`config.mk`:
```
export PLATFORM = sky130hd
export DESIGN_NAME = ftoi_pipe
export DESIGN_NICKNAME = d
export VERILOG_FILES = /design/src/rtl/ftoi_pipe.sv
export SDC_FILE = /design/constraint.sdc
export NUM_CORES = 1
export LEC_CHECK = 0
export CORE_UTILIZATION = 60
export DETAILED_ROUTE_END_ITERATION = 8
export PLACE_DENSITY = 0.89
export RECOVER_POWER = 25
export SLEW_MARGIN = 5
export SYNTH_ARGS = -nofsm -noshare
export SYNTH_HDL_FRONTEND = slang
export SYNTH_SLANG_ARGS = --single-unit
export TNS_END_PERCENT = 100
```
`constraint.sdc`:
```
create_clock -name clk -period 10.7 [get_ports clk]
set_clock_uncertainty 0.2 [all_clocks]
set_input_delay 2.14 -clock clk [delete_from_list [all_inputs] [get_ports clk]]
set_output_delay 2.14 -clock clk [all_outputs]
set_load 0.02 [all_outputs]
```
`src/rtl/ftoi_pipe.sv`:
```
`default_nettype none
// ============================================================================
//  Module   : ftoi_pipe
//  Purpose  : Three-stage pipelined IEEE-754 binary32 to signed int32
//             converter. Rounds to nearest with ties away from zero and
//             saturates out-of-range inputs. NaN converts to 0x7FFFFFFF.
//  Ports    : clk        clock, rising edge
//             rst        synchronous active-high reset
//             in_valid   operand x valid
//             in_ready   unit can accept x this cycle
//             x          binary32 operand {sign, exp[7:0], frac[22:0]}
//             out_valid  result y valid
//             out_ready  consumer accepts y this cycle
//             y          signed two's-complement result
//             flags      {overflow, inexact}, only when FTOI_FLAGS_EN is
//                        defined
//  Options  : FTOI_FLAGS_EN - adds the flags output and its logic.
//  Revision : 1.0 - initial release
// ============================================================================
module ftoi_pipe (
   input  logic        clk,
   input  logic        rst,
   input  logic        in_valid,
   output logic        in_ready,
   input  logic [31:0] x,
   output logic        out_valid,
   input  logic        out_ready,
   output logic [31:0] y
`ifdef FTOI_FLAGS_EN
   ,
   output logic [1:0]  flags
`endif
);

   localparam logic [2:0] CLS_ZERO = 3'd0;
   localparam logic [2:0] CLS_HALF = 3'd1;
   localparam logic [2:0] CLS_NORM = 3'd2;
   localparam logic [2:0] CLS_MIN  = 3'd3;
   localparam logic [2:0] CLS_SAT  = 3'd4;

   // Whole pipeline advances together; a stalled output freezes every stage.
   logic adv;
   assign adv      = !out_valid || out_ready;
   assign in_ready = adv;

   // ---------------------------------------------------------------- S1 ----
   logic [7:0] x_exp;
   logic       x_nan;
   logic [2:0] x_cls;

   assign x_exp = x[30:23];
   assign x_nan = (x_exp == 8'hFF) && (x[22:0] != 23'd0);

   always_comb begin
      x_cls = CLS_SAT;
      if (x == 32'hCF00_0000)
         x_cls = CLS_MIN;          // -2^31 is the only representable e=158
      else if (x_exp < 8'd126)
         x_cls = CLS_ZERO;
      else if (x_exp == 8'd126)
         x_cls = CLS_HALF;
      else if (x_exp <= 8'd157)
         x_cls = CLS_NORM;
   end

   logic        s1_valid;
   logic        s1_sign;
   logic [7:0]  s1_exp;
   logic [23:0] s1_man;
   logic [2:0]  s1_cls;
`ifdef FTOI_FLAGS_EN
   logic        s1_nz;
`endif

   always_ff @(posedge clk) begin
      if (rst) begin
         s1_valid <= 1'b0;
      end else if (adv) begin
         s1_valid <= in_valid;
         // NaN saturates positive whatever its sign bit says.
         s1_sign  <= x[31] & ~x_nan;
         s1_exp   <= x_exp;
         s1_man   <= {1'b1, x[22:0]};
         s1_cls   <= x_cls;
`ifdef FTOI_FLAGS_EN
         s1_nz    <= (x[30:0] != 31'd0);
`endif
      end
   end

   // ---------------------------------------------------------------- S2 ----
   // m * 2^(e-150) expressed with 32 fraction bits is m << (e-118).
   // For NORM (127..157) the shift is 9..39, so 64 bits hold it exactly:
   // bits [63:32] are the integer part, bit 31 is the guard bit.
   logic [5:0]  sh_amt;
   logic [63:0] man_ext;
   logic [32:0] aligned;

   assign sh_amt  = 6'(s1_exp - 8'd118);
   assign man_ext = {40'd0, s1_man};
   assign aligned = 33'((man_ext << sh_amt) >> 31);

`ifdef FTOI_FLAGS_EN
   logic [30:0] aligned_lo;
   logic        s1_inexact;
   assign aligned_lo = 31'(man_ext << sh_amt);

   always_comb begin
      s1_inexact = 1'b0;
      case (s1_cls)
         CLS_ZERO: s1_inexact = s1_nz;
         CLS_HALF: s1_inexact = 1'b1;
         CLS_NORM: s1_inexact = aligned[0] | (|aligned_lo);
         default:  s1_inexact = 1'b0;
      endcase
   end
`endif

   logic        s2_valid;
   logic        s2_sign;
   logic [2:0]  s2_cls;
   logic [31:0] s2_int;
   logic        s2_guard;
`ifdef FTOI_FLAGS_EN
   logic        s2_inexact;
`endif

   always_ff @(posedge clk) begin
      if (rst) begin
         s2_valid <= 1'b0;
      end else if (adv) begin
         s2_valid <= s1_valid;
         s2_sign  <= s1_sign;
         s2_cls   <= s1_cls;
         s2_int   <= aligned[32:1];
         s2_guard <= aligned[0];
`ifdef FTOI_FLAGS_EN
         s2_inexact <= s1_inexact;
`endif
      end
   end

   // ---------------------------------------------------------------- S3 ----
   // Ties away from zero only needs the guard bit; sticky never matters.
   logic [31:0] mag;
   logic [31:0] res;

   assign mag = s2_int + {31'd0, s2_guard};

   always_comb begin
      res = 32'd0;
      case (s2_cls)
         CLS_ZERO: res = 32'd0;
         CLS_HALF: res = s2_sign ? 32'hFFFF_FFFF : 32'd1;
         CLS_NORM: res = s2_sign ? (32'd0 - mag) : mag;
         CLS_MIN:  res = 32'h8000_0000;
         default:  res = s2_sign ? 32'h8000_0000 : 32'h7FFF_FFFF;
      endcase
   end

   always_ff @(posedge clk) begin
      if (rst) begin
         out_valid <= 1'b0;
         y         <= 32'd0;
`ifdef FTOI_FLAGS_EN
         flags     <= 2'b00;
`endif
      end else if (adv) begin
         out_valid <= s2_valid;
         // Bubbles present a clean zero rather than stale data.
         y         <= s2_valid ? res : 32'd0;
`ifdef FTOI_FLAGS_EN
         flags     <= s2_valid ? {(s2_cls == CLS_SAT), s2_inexact} : 2'b00;
`endif
      end
   end

endmodule
`default_nettype wire
```
## Word-level counts from Yosys, hierarchy flattened

Index checks and enable logic that the tools add are counted.

| operators by class | value |
|---|---|
| bitwise operators | 3 |
| reductions and logical operators | 7 |
| add/subtract/negate cells | 3 |
| multiplexer cells | 8 |
| $lt $le $gt $ge | 2 |
| shift-type cells | 1 |
| equal/unequal tests | 6 |

Operator list:

| operator | number |
|---|---|
| $mux 32 | 4 |
| $pmux 32 s4 | 1 |
| $shl 24x6->64 | 1 |
| $add 32x1->32 | 1 |
| $eq 32x32->1 const B | 1 |
| $sub 1x32->32 const A | 1 |
| $reduce_bool 23->1 | 1 |
| $eq 8x7->1 const B | 1 |
| $eq 8x8->1 const B | 1 |
| $le 8x8->1 const B | 1 |
| $lt 8x7->1 const B | 1 |
| $eq 3x2->1 const B | 2 |
| $sub 6x6->6 const B | 1 |
| $mux 2 | 2 |
| $eq 3x1->1 const B | 1 |
| $logic_not 3->1 | 1 |
| $mux 3 | 1 |
| $reduce_or 3->1 | 1 |
| $not 1->1 | 2 |
| $reduce_and 2->1 | 1 |
| $and 1x1->1 | 1 |
| $logic_and 1x1->1 | 1 |
| $logic_not 1->1 | 1 |
| $logic_or 1x1->1 | 1 |

| storage, ports and cells | value |
|---|---|
| output and inout port bits | 34 |
| input bits | 36 |
| bits in registers | 105 |
| logic and storage cells | 43 |

## Longest topological paths before layout

| depth | value |
|---|---|
| depth in word-level cells | 5 |
| mapped depth | 13 |
| mapped depth without buffers | 11 |

## Worst setup path after synthesis

No wires, ideal clock.

| path | value |
|---|---|
| path type | input-to-reg |
| start point | input out_ready |
| end point | register s1_cls[0] (enable) |
| path slack | 4.481 ns |
| data arrival time | 5.520 ns |
| buffers on the path | 2 |
| data required time | 10.001 ns |
| stages on the path | 4 |
| library setup time | 0.499 ns |
| cells stage by stage | nor2b_1 > clkbuf_1 > buf_1 > nor2_1 |

| between the ends | value |
|---|---|
| word-level cells in the longest chain between the ends | 2 |

Ends and longest elaborated chain:

| item | line | source |
|---|---|---|
| from (decl) | 27 | `input logic out_ready,` |
| $logic_or 1x1->1 | 43 | `assign adv = !out_valid \|\| out_ready;` |
| $reduce_and 2->1 (no source line) | -- |  |
| to (signal assigned) | 84 | `s1_cls <= x_cls;` |
| to (decl) | 70 | `logic [2:0] s1_cls;` |

Every way passes these cells.
A chain may end at the register's enable or synchronous reset.

## Final worst setup path

| path | value |
|---|---|
| start point | input out_ready |
| end point | output in_ready |

| between the ends | value |
|---|---|
| word-level cells in the longest chain between the ends | 1 |

Ends and longest elaborated chain:

| item | line | source |
|---|---|---|
| $logic_or 1x1->1 | 43 |  |
| to (decl) | 24 | `output logic in_ready,` |

Every way passes these cells.

==> metrics.cfg <==
[worst_setup_path]
worst-endpoint-required_ns=8.36
worstPathArrival_ns=3.60
critical_path.max_fanout=20
critical_path.startpoint_type=input port
criticalPathCategory=input port to output port
endpoint_kind=output port

[synthesis]
postSynthCellCount=739
synth_area_leader_cell=sky130_fd_sc_hd__edfxtp_1
synth_common_cells=79 x sky130_fd_sc_hd__nand2_1, 70 x sky130_fd_sc_hd__edfxtp_1, 46 x sky130_fd_sc_hd__o21ai_0
postSynthRegisterBits=105
yosys.area_share.adder_pct=0.715
synthXorXnorAreaFrac_pct=8.89
post_syn_area_mm2=0.00700
synthMuxAreaShare_pct=7.85
synth_simple_gate_area_share_pct=19.0
ys.warnings.count=0
synth-seq-area-share_pct=40.1
post_synth_cell_types=66
synth.top_cell.area_share_pct=30.0
synth_top_family_by_area=simple AND/OR/NAND/NOR gates
synth.top_cells.by_area=sky130_fd_sc_hd__edfxtp_1 30%, sky130_fd_sc_hd__dfxtp_1 10%, sky130_fd_sc_hd__xnor2_1 5.4%
synth_top_flop_cell=sky130_fd_sc_hd__edfxtp_1
synth_enable_flop_cells=70
synth_most_common_cell=sky130_fd_sc_hd__nand2_1
synth_compound_area_share_pct=18.8
syn-num-nets=779
synthArstFlopShare_pct=0
post_synth.cell_area_avg_um2=9.47

[sta]
timing_max_transition_violations_final=40
max_slew_headroom_at_the_worst_pin_pct=-30.0
setup_violations=0
finalHoldWorstSlack_ns=0.226
rsz0062_at_grt=no
hold_viol=0
min_period_over_period_pct=55.5
layout_min_cycle_time_ns=5.94
fmax_mhz=168
setup_tns_ns=0
worst_slew_pin_slew_ns=1.95

[route]
detail_route.drc_violations=0
avg_vias_per_cell=6.43
drt_pass_1_iters=6
final_routed_wire_length_divided_by_cell_count_um=18.3
totalWireLength_um=16900
antenna_viol_nets_final=0
routed-via-count=5924
drt_iter0_markers=601

[floorplan]
ioPinCount=70
core.rowCount=39
chipHeight_um=110
die_x_um=110
die-area_mm2=0.0121
floorplan.core_area_mm2=0.0114
initial_core_util_pct=61.5

[power_and_ir_drop]
switching_power_w=0.000339
swShare_pct=31.2
power_report.internal_total_w=0.000750
pwr-share-comb_pct=23.9
power_leakage_nw=2.80
p_per_area_mw_per_mm2=136
max-vdd-ir-drop_mv=0.108
totalPowerFinal_w=0.00109
pwr-share-seq_pct=46.6
clock_power_share_pct=29.5

[cells_and_area]
finish.net_count=814
insertedDiodeCount=0
fillCellCount=840
final_layout_size_suffix_gt1_share_pct=7.83
seqCellArea_mm2=0.00280
syn_to_final_growth_pct=14.1
finish.cell_count_without_fillers=922
postLayoutCoreUtil_pct=70.2
multiInputGateArea_mm2=0.00388

[placement]
placed_cells_incl_taps=906
detailedPlacementHpwl_um=12900
port-buffer-count=69
gp_congestion=0.946

[clock_tree]
post_cts_buffers=0
ctsHtreeMaxLevel=3
cts_tree=yes
clock_sink_count=105
clock_path_buffers=2
worstSkewPairLatency_ns=0.36
cts.clk_slew.worst_paths_ns=0.07
tritoncts.num_buffers=9
ctsRootBufferMaster=sky130_fd_sc_hd__clkbuf_16
postCtsResizedCells=0
cts_hold_buf=0

[grt]
grt_overflow_total=0
pin_count_of_the_biggest_net_entering_global_routing=71
grt_first_pass_wirelength_um=26400
number_of_global_route_vias_before_repair=5452
number_of_antenna_violations_at_the_first_check_in_global_routing=0
grt_usage_pct=28.9

[outcome]
violations=capacitance limit, slew limit
outcome=finished, violations left

[min_path]
hold_path_class=flip-flop to flip-flop

[job]
max_cap_viol_count=1

## state kept, by name, summed over array words and instances, names as in the netlist
name	cells
s1_exp	6
s2_valid	1
s1_man	23
out_valid	1
s2_int	32
s2_guard	1
s2_sign	1
s1_sign	1
s1_cls	3
s1_valid	1
y	32
s2_cls	3
## worst paths after layout
| kind | cells past startpoint | slack, ns | startpoint | end |
|---|---|---|---|---|
| max | 5 | 4.76 | out_ready | in_ready |
| max reg2reg | 6 | 6.25 | s1_exp[1] | s2_int[0] |
| min | 0 | 0.23 | s1_cls[0] | s2_cls[0] |
| min reg2reg | 0 | 0.23 | s1_cls[0] | s2_cls[0] |
## kinds of logic after synthesis
logic type | after synthesis
buffers and inverters | 73
multiplexers | 40
AO/OA/AOI/OAI | 193
AND/OR/NAND/NOR | 253
flip-flops | 105
adder cells (fa/ha/maj) | 4
XOR/XNOR | 71
## metal layers
layer / GRT usage, % / vias to the layer above / wire, µm
met1: 32.6 / 2789 / 6840
li1: - / 2854 / -
met4: 17.0 / 0 / 738
met5: 0 / - / 0
met2: 51.7 / 229 / 8550
met3: 4.41 / 52 / 754
## critical path: stages
cell                              delay (ns)
sky130_fd_sc_hd__clkdlybuf4s50_1        0.46
sky130_fd_sc_hd__nor2b_1                0.04
sky130_fd_sc_hd__buf_4                  0.20
sky130_fd_sc_hd__inv_1                  0.14
sky130_fd_sc_hd__clkdlybuf4s50_1        0.62
## power groups by stage
stage / Clock (W) / Combinational [W] / Sequential (W)
after CTS: 0.000325 / 0.000259 / 0.000506
after detailed placement: 0 / 0.000257 / 0.000515
after global placement: 0 / 0.000253 / 0.000513
final: 0.000322 / 0.000260 / 0.000508
after floorplan: 0 / 0.000202 / 0.000497
after global routing: 0.000342 / 0.000282 / 0.000512
## stage by stage
step,worst slack (ns),cell area (µm²)
CTS,4.76,7980
detailed placement,4.77,7690
finish,4.76,7980
global placement,4.78,7690
floorplan,4.48,7000
global route,4.68,7980
## layout make-up
cell class	count	share of cell area (%)
repair buffers	79	9.55
multi-input cells	561	48.6
inverters	18	0.847
clock inverters	5	0.470
flip-flops and latches	105	35.1
well taps	143	2.24
clock buffers	11	3.18
## placed cells by master, fill, tap and decap left out, drive strengths merged, types with 11 or more instances in the layout
master	n
edfxtp	70
mux2i	20
clkdlybuf4s50	36
dlygate4sd3	33
nand2	79
and3	21
dfxtp	35
xor2	28
nand4	22
nor4	16
a21oi	45
o22ai	19
clkbuf	12
inv	19
o21ai	51
xnor2	43
nand3	23
nor3	12
a211oi	11
nor2	43
mux4	11
No activity file was read; power rests on OpenSTA's default activity.
